## config.mk

```make
export PLATFORM = sky130hd
export DESIGN_NAME = bin_to_grey
export DESIGN_NICKNAME = d
export VERILOG_FILES = /design/src/rtl/bin_to_grey.sv
export SDC_FILE = /design/constraint.sdc
export NUM_CORES = 1
export LEC_CHECK = 0
export BUFFER_PORTS_ARGS = -buffer_cell sky130_fd_sc_hd__buf_2
export CORE_AREA = 2 2 39 41
export CTS_CLUSTER_SIZE = 25
export DETAILED_ROUTE_END_ITERATION = 7
export DIE_AREA = 0 0 41 43
export PLACE_DENSITY_LB_ADDON = 0.1
export SKIP_LAST_GASP = 1
export SYNTH_ARGS = -nofsm -noshare
export SYNTH_HDL_FRONTEND = slang
export SYNTH_SLANG_ARGS = --single-unit
```

## constraint.sdc

```tcl
create_clock -name clk -period 2 [get_ports clk]
set_input_delay 0.2 -clock clk [delete_from_list [all_inputs] [get_ports clk]]
set_output_delay 0.2 -clock clk [all_outputs]
set_load 0.05 [all_outputs]
```

## src/rtl/bin_to_grey.sv

```systemverilog
// bin_to_grey: registered binary-to-Gray converter with single-bit-step detection
module bin_to_grey #(
  parameter int WIDTH = 4
) (
  input  logic             clk,
  input  logic             rst,
  input  logic [WIDTH-1:0] bin_in,
  input  logic             in_valid,
  output logic [WIDTH-1:0] grey_out,
  output logic             out_valid,
  output logic             step_ok
);
  logic [WIDTH-1:0] grey_next;
  logic [WIDTH-1:0] prev_grey;
  logic             have_prev;
  logic             one_bit;
  assign grey_next = bin_in ^ (bin_in >> 1);
  assign one_bit   = $countones(grey_next ^ prev_grey) == 1;
  always_ff @(posedge clk) begin
    if (rst) begin
      grey_out  <= '0;
      out_valid <= 1'b0;
      step_ok   <= 1'b0;
      prev_grey <= '0;
      have_prev <= 1'b0;
    end else begin
      out_valid <= in_valid;
      step_ok   <= in_valid && have_prev && one_bit;
      if (in_valid) begin
        grey_out  <= grey_next;
        prev_grey <= grey_next;
        have_prev <= 1'b1;
      end
    end
  end
endmodule

```

==> qor.csv, run 1 <==
metric,value,unit
status,"finished, final reports clean",
crit_start,prev_grey[0],
rr_endpoint,step_ok,
p_leak,0.2020,nW
vias_per_cell,4.210,
initial_core_util,24.59,%
synth_top_area_share,41.18,%
ctsResizeCount,0,
ant_nets,0,
synth_area,340.3,um2
rsz0062_at_grt,false,
wl_met1,261,um
port_buffers,12,
rows,14,
numCtsBuffers,3,
wire_per_inst,9.258,um
drc,0,
top_layer,met3,
die_h,43,um
period_share,89.85,%
slew_viol_final,0,
relSlewSlack,81.02,%
ir_worst_vdd,302.0,uV
cts_tree,yes,
finalSetupViolations,0,
chipWidth,41,um
worstPathCellList,"xnor2_1, fa_1, ha_1, ha_1, nor2_1, and4_1",
maxCapViolCount,0,
synth_top_cell_by_area,dfxtp_1,
synthCells,31,
ys_warn_count,0,
r2r_start,prev_grey[0],
cts_hold_buf,0,
die-area,1763,um2
finalHoldViolations,0,
grt_pass1_vias,251,
cp.required,2.19,ns
core_area,1384,um2
clkTransAtPathRegs,0.05,ns
first_pass_iters,2,
gr-total-overflow,0,
ys_seq_area_share,41.18,%
dpl.hpwl,485.7,um
max_freq,556.5,MHz
multi_input_area,192.7,um2
initialDrtViolationCount,4,
holdPathStages,2,
path_common_cell,ha_1,
grt.total_usage,8.476,%
r2r_setup_slack,0.20,ns
period_needed,1.797,ns
postCtsSetupBuffers,0,
synth_nets,41,
diodes,0,
fillerInstances,156,
path_max_fanout,3,
cts_sinks,7,
wl_met3,54,um
cts_buffer_depth,2,
cp_slowest_cell,fa_1,
critical_path_arrival,1.98,ns
start_kind,flop,
yosys-top-cells-area,"dfxtp_1 (41%), xnor2_1 (15%), nor2_1 (7.7%)",
dpl-instance-area,416.7,um2
final_util,32.01,%
htree_levels,1,
grt_max_degree,10,
p_per_area,899.0,nW/um2
cp-end-kind,flop,
met2RoutedLength,258,um
crit_buf_inv,0,
crit_family,adder cells,
tightestPinTransition,0.2827,ns
critPathMaxStageDelay,0.44,ns
pin_count,13,
vias,261,
regArea,143.9,um2
fin_nets,57,
syn2layout_area_growth,30.15,%
worstSetupPathType,flop to flop,
skew,0.001340,ns
syn_area_per_cell,10.98,um2
hp-class,primary input to flop,
postLayoutCellArea,442.9,um2
grt_pass1_wl,945,um
r2r_cells,6,
cts_root_buffer,clkbuf_4,
crit_end,step_ok,
synth_cell_type_count,12,
gp_congestion,0.6189,
clock_latency,0.24,ns
drive_gt1_share,43.48,%
antenna_found_initial,0,
p_total,0.3982,mW
worstSetupPathDepth,6,
wirelength,574,um
yosys_register_bits,7,
cells in the mapped netlist:
cell and instances:
buf_4 1, ha_1 2, dfxtp_1 7, fa_1 1
mux2i_1 1, xnor2_1 6, nor2_1 7, a211oi_1 2
xor2_1 1, a211oi_2 1, nor2b_4 1, and4_1 1
cell families after synthesis:
logic type,share of synthesized area (%)
adders and majority gates,13.23
buffers and inverters,2.207
DFF,41.18
xor gates and xnor gates,18.02
AOI/OAI and AO/OA,8.086
and+or+nand+nor,14.34
muxes,2.941
state kept, by name, summed over array words and instances, names as in the netlist:
name,flops
prev_grey,4
have_prev,1
out_valid,1
step_ok,1
final cells by class:
| cell class | instances | share of cell area [%] |
|---|---|---|
| clock buffers | 4 | 5.932 |
| multi-input cells | 23 | 43.50 |
| flip-flops and latches | 7 | 32.49 |
| well taps | 16 | 4.520 |
| repair buffers | 12 | 13.56 |
routing by layer:
metal	GRT usage, %	vias up
met2	11.56	9
li1	-	134
met1	10.46	118
met4	6.000	0
met3	3.141	0
met5	0	-
report_power, final:
group / internal (mW) / leakage [nW] / switching (mW)
combinational: 0.0456 / 0.128 / 0.0709
sequential: 0.150 / 0.0589 / 0.00588
clock: 0.0760 / 0.0150 / 0.0494
total: 0.272 / 0.202 / 0.126
layout by cell type (no fill, tap or decap):
cell and instances:
buf_2 12, nor2_1 7, xnor2_1 6, dfxtp_1 4, clkbuf_4 3, dfxtp_2 3, a211oi_1 2, ha_1 2
xor2_1 1, a211oi_2 1, nor2b_4 1, and4_1 1, mux2i_1 1, fa_1 1, clkbuf_1 1
worst min path at each step:
stage	slack, ns	startpoint	end
finish	0.23	rst	prev_grey[2]
global route	0.23	rst	out_valid
CTS	0.22	rst	out_valid
detailed placement	0.46	have_prev	have_prev
global placement	0.46	have_prev	have_prev
floorplan	0.26	rst	prev_grey[2]
metrics by stage:
stage          worst slack, ns  hold slack [ns]  cells  setup TNS [ns]
2_1_floorplan           0.1074           0.2646     31               0
3_3_place_gp           0.02615           0.4558     58               0
3_5_place_dp          -0.01275           0.4614     58        -0.01275
4_1_cts                 0.1696           0.2169     62               0
5_1_grt                0.06359           0.2271     62               0
6_report                0.2030           0.2275     62               0
No activity file was read; power rests on OpenSTA's default activity.
==> run 2, diff against run 1 <==
--- a/config.mk
+++ b/config.mk
@@ -5,11 +5,11 @@
 export SDC_FILE = /design/constraint.sdc
 export NUM_CORES = 1
 export LEC_CHECK = 0
-export BUFFER_PORTS_ARGS = -buffer_cell sky130_fd_sc_hd__buf_2
 export CORE_AREA = 2 2 39 41
 export CTS_CLUSTER_SIZE = 25
 export DETAILED_ROUTE_END_ITERATION = 7
 export DIE_AREA = 0 0 41 43
+export DONT_BUFFER_PORTS = 1
 export PLACE_DENSITY_LB_ADDON = 0.1
 export SKIP_LAST_GASP = 1
 export SYNTH_ARGS = -nofsm -noshare
==> qor.csv, run 2 (same netlist as run 1, synthesis figures left out) <==
metric,value,unit,change
path_common_cell,ha_1,,
maxCapViolCount,0,,unchanged
p_int,0.2717,mW,about the same
relSlewSlack,67.98,%,-13 points
critPathMaxStageDelay,0.45,ns,about the same
pin_count,13,,unchanged
regMostFlops,prev_grey,,
htree_levels,1,,unchanged
initial_core_util,24.59,%,unchanged
core_area,1384,um2,unchanged
instances_no_fill,56,,-9.7%
antenna_found_initial,0,,unchanged
fin_nets,51,,-11%
layout_common_cells,"nor2_1 (7), xnor2_1 (6), dfxtp_1 (4), buf_4 (4)",,
postCtsSetupBuffers,0,,unchanged
gp_congestion,0.6517,,+5.3%
seqPwrFrac,42.0,%,+2.8 points
tightestPinTransition,0.4797,ns,+0.1970 ns
max_freq,564.2,MHz,+1.4%
vias_per_cell,4.250,,+0.96%
vias,238,,-8.8%
period_needed,1.772,ns,-0.02462 ns
cp-end-kind,flop,,
p_per_area,900.5,nW/um2,+0.17%
rr_endpoint,step_ok,,
grt.total_usage,9.375,%,+0.90 points
grt_pass1_wl,1062,um,+12%
first_pass_iters,1,,-1
p_leak,0.1776,nW,-12%
port_buffers,0,,-12
worstSetupPathDepth,6,,unchanged
cp.required,2.19,ns,about the same
crit_start,prev_grey[1],,
crit_buf_inv,0,,unchanged
path_max_fanout,2,,-1
rsz0062_at_grt,false,,
rows,14,,unchanged
r2r_start,prev_grey[1],,
die-area,1763,um2,unchanged
diodes,0,,unchanged
hp-class,primary input to flop,,
r2r_cells,6,,unchanged
critical_path_arrival,1.96,ns,-0.02 ns
r2r_setup_slack,0.23,ns,+0.02 ns
period_share,88.62,%,-1.2 points
clkPwrFrac,32.1,%,+0.6 points
cp_slowest_cell,fa_1,,
die_h,43,um,unchanged
numCtsBuffers,3,,unchanged
cts_buffer_depth,2,,unchanged
cts_sinks,7,,unchanged
clkTransAtPathRegs,0.05,ns,about the same
worstSetupPathType,flop to flop,,
clock_latency,0.25,ns,about the same
chipWidth,41,um,unchanged
netSwitchingPower,0.1182,mW,-6.4%
finalHoldViolations,0,,unchanged
wirelength,582,um,+1.4%
cts_tree,yes,,
pwr-share-comb,25.9,%,-3.4 points
finalSetupViolations,0,,unchanged
status,"finished, final reports clean",,
ir_worst_vdd,368.5,uV,+22%
p_sw_share,30.31,%,-1.4 points
largest_register_ffs,4,,unchanged
skew,0.001004,ns,-0.0003363 ns
final_common_cell,nor2_1,,
initialDrtViolationCount,0,,-4
crit_end,step_ok,,
ant_nets,0,,unchanged
worstPathCellList,"xnor2_1, fa_1, ha_1, ha_1, nor2_1, and4_1",,
drive_gt1_share,30.00,%,-13 points
grt_pass1_vias,256,,+2.0%
dpl.hpwl,481,um,-0.97%
p_total,0.3898,mW,-2.1%
tns,0,ns,unchanged
drc,0,,unchanged
start_kind,flop,,
cts_root_buffer,clkbuf_4,,
crit_family,adder cells,,
grt_max_degree,10,,unchanged
gr-total-overflow,0,,unchanged
slew_viol_final,0,,unchanged
wire_per_inst,10.39,um,+12%
placedCellCount,50,,-14%
syn2layout_area_growth,27.21,%,
-- run 2: cell count changes in the layout (fill, tap and decap cells not counted), sizes merged --
| cell | before | now |
|---|---|---|
| buf | 12 | 4 |
| dlygate4sd3 | 0 | 2 |
-- run 2: layout make-up --
class	instances	area [um2]
Fill cell	153	950.9
Clock buffer	4	26.28
Multi-Input combinational cell	23	192.7
Tap cell	16	20.02
Timing Repair Buffer	6	50.05
Sequential cell	7	143.9
-- run 2: how the worst min path moves through the flow --
| stage | start | to | slack (ns) | depth (start not counted) |
|---|---|---|---|---|
| floorplan | rst | prev_grey[2] | 0.26 | 1 |
| global placement | rst | prev_grey[2] | 0.27 | 1 |
| detailed placement | rst | prev_grey[2] | 0.27 | 1 |
| CTS | rst | prev_grey[3] | 0.0002 | 1 |
| global route | rst | have_prev | 0.002 | 1 |
| finish | rst | have_prev | 0.02 | 1 |
-- run 2: metrics by stage --
step                      worst slack [ns]  utilization (%)  hold slack, ns  cell area (um2)
after floorplan                     0.1074                -          0.2646            344.1
after global placement              0.1368            27.94          0.2664            386.6
after detailed placement            0.1422            27.94          0.2683            386.6
after CTS                           0.1946            30.56       0.0002258            422.9
after global routing                0.1039            31.28        0.001757            432.9
final                               0.2276            31.28         0.02055            432.9
-- run 2: worst register-to-register path: cells and delay by family, from the launching register on --
family / cells / cell delay [ns]
fa+ha+maj: 3 / 0.92
simple gates: 2 / 0.28
flops: 1 / 0.32
xor+xnor: 1 / 0.20
-- run 2: power groups by stage --
stage                     combinational (mW)  sequential (mW)  clock [mW]
after global placement                0.0992            0.166           0
after floorplan                       0.0596            0.188           0
after global routing                   0.116            0.165       0.145
after detailed placement              0.0981            0.167           0
final                                  0.101            0.164       0.125
after CTS                              0.102            0.164       0.134
-- run 2: layer usage --
layer / GRT usage, % / wire length, um
met3: 8.901 / 82
met1: 10.42 / 225
met5: 0 / 0
met4: 2.000 / 0
met2: 12.81 / 274
-- run 2: what timing repair did --
item,in CTS,in global routing
hold buffers,1,1
hold endpoints to repair,4,1
gates resized for setup,0,0
